`src/rtl/reverse_bits_serial_rx.sv`:
```
// Serial receiver: reassembles LSB-first framed words from a 1-bit line
// and presents each word as received (q) and bit-reversed (w).
module reverse_bits_serial_rx #(
    parameter int DATA_W = 8
) (
    input  logic              clk,
    input  logic              rst_n,
    input  logic              bit_en,
    input  logic              sin,
    input  logic              out_ready,
    output logic              out_valid,
    output logic [DATA_W-1:0] q,
    output logic [DATA_W-1:0] w,
    output logic              frame_err,
    output logic              overrun
);

    localparam int CNT_W = (DATA_W > 1) ? $clog2(DATA_W) : 1;
    localparam logic [CNT_W-1:0] CNT_LAST = CNT_W'(DATA_W - 1);

    typedef enum logic [1:0] {
        IDLE = 2'd0,
        DATA = 2'd1,
        STOP = 2'd2
    } state_t;

    state_t            state;
    state_t            state_nx;
    logic [CNT_W-1:0]  cnt;
    logic [CNT_W-1:0]  cnt_nx;
    logic [DATA_W-1:0] shreg;
    logic [DATA_W-1:0] shreg_nx;
    logic              good;
    logic              bad;
    logic              load;
    logic              drop;
    logic              valid_nx;
    logic [DATA_W-1:0] rev;

    always_ff @(posedge clk or negedge rst_n) begin
        if (!rst_n) begin
            state <= IDLE;
            cnt   <= '0;
            shreg <= '0;
        end else begin
            state <= state_nx;
            cnt   <= cnt_nx;
            shreg <= shreg_nx;
        end
    end

    // Nothing advances unless the bit-rate strobe is present.
    always_comb begin
        state_nx = state;
        cnt_nx   = cnt;
        shreg_nx = shreg;
        good     = 1'b0;
        bad      = 1'b0;
        if (bit_en) begin
            unique case (state)
                IDLE: begin
                    if (!sin) begin
                        state_nx = DATA;
                        cnt_nx   = '0;
                    end
                end
                DATA: begin
                    shreg_nx[cnt] = sin;
                    if (cnt == CNT_LAST) begin
                        state_nx = STOP;
                    end else begin
                        cnt_nx = cnt + CNT_W'(1);
                    end
                end
                STOP: begin
                    state_nx = IDLE;
                    if (sin) begin
                        good = 1'b1;
                    end else begin
                        bad = 1'b1;
                    end
                end
                default: begin
                    state_nx = IDLE;
                end
            endcase
        end
    end

    always_comb begin
        rev = '0;
        for (int i = 0; i < DATA_W; i++) begin
            rev[DATA_W-1-i] = shreg[i];
        end
    end

    // A completing frame may reuse the slot in the same cycle it drains.
    always_comb begin
        load     = good && (!out_valid || out_ready);
        drop     = good && out_valid && !out_ready;
        valid_nx = out_valid;
        if (load) begin
            valid_nx = 1'b1;
        end else if (out_valid && out_ready) begin
            valid_nx = 1'b0;
        end
    end

    always_ff @(posedge clk or negedge rst_n) begin
        if (!rst_n) begin
            out_valid <= 1'b0;
            q         <= '0;
            w         <= '0;
            frame_err <= 1'b0;
            overrun   <= 1'b0;
        end else begin
            out_valid <= valid_nx;
            frame_err <= bad;
            overrun   <= drop;
            if (load) begin
                q <= shreg;
                w <= rev;
            end
        end
    end

endmodule
```
`config.mk`:
```
export PLATFORM = sky130hd
export DESIGN_NAME = reverse_bits_serial_rx
export DESIGN_NICKNAME = d
export VERILOG_FILES = /design/src/rtl/reverse_bits_serial_rx.sv
export SDC_FILE = /design/constraint.sdc
export NUM_CORES = 1
export LEC_CHECK = 0
export BUFFER_PORTS_ARGS = -buffer_cell sky130_fd_sc_hd__buf_2
export CORE_ASPECT_RATIO = 1.2
export CORE_MARGIN = 8
export CORE_UTILIZATION = 52
export CTS_CLUSTER_DIAMETER = 100
export DETAILED_ROUTE_END_ITERATION = 6
export MAX_ROUTING_LAYER = met4
export PLACE_DENSITY = 0.85
export SYNTH_ARGS = -nofsm -noshare
export SYNTH_HDL_FRONTEND = slang
export SYNTH_SLANG_ARGS = --single-unit
```
`constraint.sdc`:
```
create_clock -name clk -period 2 [get_ports clk]
set_clock_uncertainty 0.2 [all_clocks]
set_input_delay 0.4 -clock clk [delete_from_list [all_inputs] [get_ports clk]]
set_output_delay 0.4 -clock clk [all_outputs]
set_load 0.02 [all_outputs]
```
Word level (Yosys, flattened, before mapping)
Cells that the tools add are included.
W data, S select, Z words.
- reductions and logical operators: 14
- muxes and demuxes: 17
- bitwise logic cells: 0
- equality and inequality tests: 6
- add/subtract/negate cells: 1
- multipliers: 0
- magnitude comparators: 2
- div/mod/pow operators: 0
- shift-type cells: 0
- operator list (kind ; count):
    $mux W1 ; 9
    $bwmux W8 ; 1
    $mux W3 ; 2
    $ne A2 B2 Y1 const B ; 3
    $pmux W3 S2 ; 1
    $logic_and A1 B1 Y1 ; 5
    $lt A3 B4 Y1 const B ; 1
    $mux W2 ; 2
    $pmux W2 S2 ; 1
    $reduce_and A4 Y1 ; 1
    $reduce_bool A2 Y1 ; 2
    $add A3 B1 Y3 const B ; 1
    $demux W1 S3 ; 1
    $eq A3 B3 Y1 const B ; 1
    $ge A3 B1 Y1 const B ; 1
    $reduce_and A3 Y1 ; 1
    $eq A2 B1 Y1 const B ; 1
    $eq A2 B2 Y1 const B ; 1
    $logic_not A1 Y1 ; 2
    $logic_not A2 Y1 ; 1
    $reduce_and A2 Y1 ; 1
    $logic_or A1 B1 Y1 ; 1
- register bits after elaboration: 32
- logic and storage cells: 48
- input bits: 5
- RAM bits: 0
- memories kept: 0
- memory bits (read-only): 0
- bits in latches: 0

Depth between registers and ports, before layout
- depth after elaboration: 5
- mapped depth: 5
- gate-level depth less buffers: 5

Least setup slack after synthesis
No wires, ideal clock.
- kind: register to register
- start point: register cnt[0]
- end point: register cnt[0]
- clock period less this slack: 1.645 ns
- arrival time: 1.321 ns
- slack: 0.355 ns
- cell stages (with the launch flop): 6
- data required time: 1.675 ns
- path through: dfrtp_1 -> ha_1 -> ha_1 -> nor2b_1 -> o21ai_2 -> mux2_2
- cells in the longest elaborated chain, start to end: 3
- elaborated cells between the ends (all ways): 6
- ends and longest elaborated chain (element ; line ; text):
    start: declaration ; 29 ; logic [CNT_W-1:0] cnt;
    start signal: assignment ; 47 ; cnt <= cnt_nx;
    $add A3 B1 Y3 or $eq A3 B3 Y1 (tied branches) ; 72, 69 ;
    $mux W3 or $ne A2 B2 Y1 (tied branches) ; -- ;
    $pmux W3 S2 or $reduce_and A4 Y1 (tied branches) ; -- ;
Several ways; a longest one is shown, not always the timed one. The select of a mux whose other input is x is not followed.
A chain may end at the register's enable or synchronous reset.

Final worst setup path
Ends and elaborated chain as after synthesis.

==> metrics.txt <==
number of H-tree levels 1; Final WS setup between 200 and 250 ps; Slew headroom 0.657; Worst path max stage delay around 500 ps; Clock Tree Root clkbuf_4; Fillers about 170; initial antenna violation count 0; setup violators final 0; Mapped Area 0.00115 sq mm; commonest non-fill, non-tap cell in the layout dfrtp_1; Max Fanout on Critical Path 6; pre-CTS setup slack 240 ps; Slowest-stage cell, CP dfrtp_1; Peak VDD IR 503 uV; die height between 60 and 70 um; DP HPWL approximately 1600 um; vias in the first global route between 700 and 800; RSZ-0062 raised after global routing false; commonest non-fill, non-tap cells in the layout dfrtp_1, buf_2, mux2_2; Tmin final between 1500 and 2000 ps; clk slew on worst S/H paths around 130 ps; period utilisation layout 0.892; largest net degree at the start of global routing 25; f_max 560 MHz; number of synthesized register bits 24; Initial Util 0.555; Cells after Synth 86; post_cts resized 0; worst slew pin tran roughly 520 ps; Worst path most repeated cell ha_1; Avg Vias per Cell approximately 5.2; # diodes 0; Die Width approximately 60 um; distinct cell type count after synthesis 26; max-cap viol count 0; Hold-fix buffers, CTS 1; Total Neg Setup Slack 0 ps; worst hold slack 176 ps; IO Port Bufs 23; drt total wl ~2000 um; share of cells above drive strength 1 0.486; Routed Antenna Nets 0; Post-Syn Nets just over 90; Area Growth Syn to Fin 11.3%; worst skew pair latency between 300 and 400 ps; drt wl/cell roughly 15 um; Die Area ~0.0040 sq mm; core area just over 0.002 sq mm; average size of a mapped cell around 13 sq um; CP Capture Type flip-flop; Site Rows 18; CTS tree yes; Seq/Total Area, Yosys 0.522; Hold Vio Cnt, Final 0; Pins Over Slew Limit 0; footprint of the multi-input gates 465 sq um; CTS buffer count 3; # DRC 0; status finished, final reports clean; Storage cell area approximately 600 sq um; remaining global-route overflow 0; kind of critical path flip-flop to flip-flop; IO Pins 24; total power 1.43 mW; CTS Sinks 24; Post CTS Setup Buffer Count 0; required time of the critical path about 2000 ps; critical path cell sequence ha_1 -> ha_1 -> nor2b_1 -> o21ai_2 -> mux2_2; Pwr per Cell Area between 1000 and 1500 mW/mm^2; crit path DAT 1800 ps; via count slightly above 700; Longest Clk Path Bufs 2; Yosys Warn Count 0; Leak Pwr ~0.68 nW; Placer Congestion 0.845; DRC marker count from the first detailed-route iteration 10; HP Class primary input to flip-flop; first-pass GRT wire length 3250 um; Nets about 110; first-pass iteration count of the detailed router 3; Worst setup SP type flip-flop; All-Layer GR Usage 0.113
==> synthesized netlist by cell type (all sizes together) <==
| master | n | share of area |
|---|---|---|
| nand2b | 1 | 0.0054 |
| mux2 | 17 | 0.19 |
| dfrtp | 24 | 0.52 |
| and4bb | 1 | 0.011 |
| nand4b | 1 | 0.013 |
| nand3 | 4 | 0.017 |
| a31o | 1 | 0.0076 |
| nand4 | 2 | 0.011 |
| nor3b | 1 | 0.016 |
| mux2i | 2 | 0.017 |
| o21ai | 2 | 0.012 |
| nor2 | 2 | 0.0065 |
| buf | 10 | 0.066 |
| a22o | 1 | 0.0076 |
| and3 | 1 | 0.0054 |
| inv | 2 | 0.0065 |
| ha | 2 | 0.022 |
| nor2b | 3 | 0.018 |
| and2 | 1 | 0.0054 |
| nand2 | 5 | 0.016 |
| and2b | 3 | 0.020 |
==> where the power goes <==
part | switching, mW | internal (mW)
registers | 0.118 | 0.618
clock network | 0.140 | 0.111
logic | 0.208 | 0.236
total | 0.467 | 0.966
==> final timing paths <==
check	from	to	slack, ps	cells after the start
worst min-delay path	out_ready	overrun	180	3
max in group asynchronous	rst_n	cnt[1]	880	2
min in group asynchronous	rst_n	state[0]	370	2
worst max register to register	cnt[0]	cnt[0]	220	5
worst max-delay path	cnt[0]	cnt[0]	220	5
worst min register to register	shreg[5]	q[5]	330	1
==> registers in the layout, summed over array words and instances (netlist names) <==
register and cells:
cnt 3, frame_err 1, out_valid 1, overrun 1
q 7, shreg 8, state 2, w 1
==> layout make-up <==
type                            count  share of cell area
Tap cell                           30              0.0293
Timing Repair Buffer               25               0.104
Inverter                            2             0.00587
Sequential cell                    24               0.469
Multi-Input combinational cell     50               0.364
Clock buffer                        4              0.0283
==> per-layer routing <==
metal / vias to the layer above / share of wire / track usage
li1: 331 / - / -
met1: 351 / 0.38 / 0.0944
met2: 16 / 0.53 / 0.195
met3: 7 / 0.050 / 0.0342
met4: 0 / 0.038 / 0.102
met5: - / 0 / -
==> cell families (layout without fill, tap and decap cells) <==
| group | Yosys count | count (layout) | share of synthesized area |
|---|---|---|---|
| buffers and inverters | 12 | 31 | 0.0729 |
| and+or+nand+nor | 25 | 25 | 0.146 |
| DFF | 24 | 24 | 0.522 |
| muxes | 19 | 19 | 0.210 |
| AOI/OAI and AO/OA | 4 | 4 | 0.0272 |
| adders and majority gates | 2 | 2 | 0.0218 |
==> metrics by stage <==
step,util,std cells,area (sq um)
after global routing,0.618,135,1280
final,0.618,135,1280
after global placement,0.595,130,1230
after floorplan,-,86,1150
after CTS,0.618,135,1280
after detailed placement,0.595,130,1230
==> worst max-delay path, delay by kind of cell (launching register included) <==
kind                       cells  cell delay, ps
adders and majority gates      2             370
AOI/OAI and AO/OA              1             200
muxes                          1             360
DFF                            1             490
and+or+nand+nor                1              60
Power figures use the tool's default switching activity.
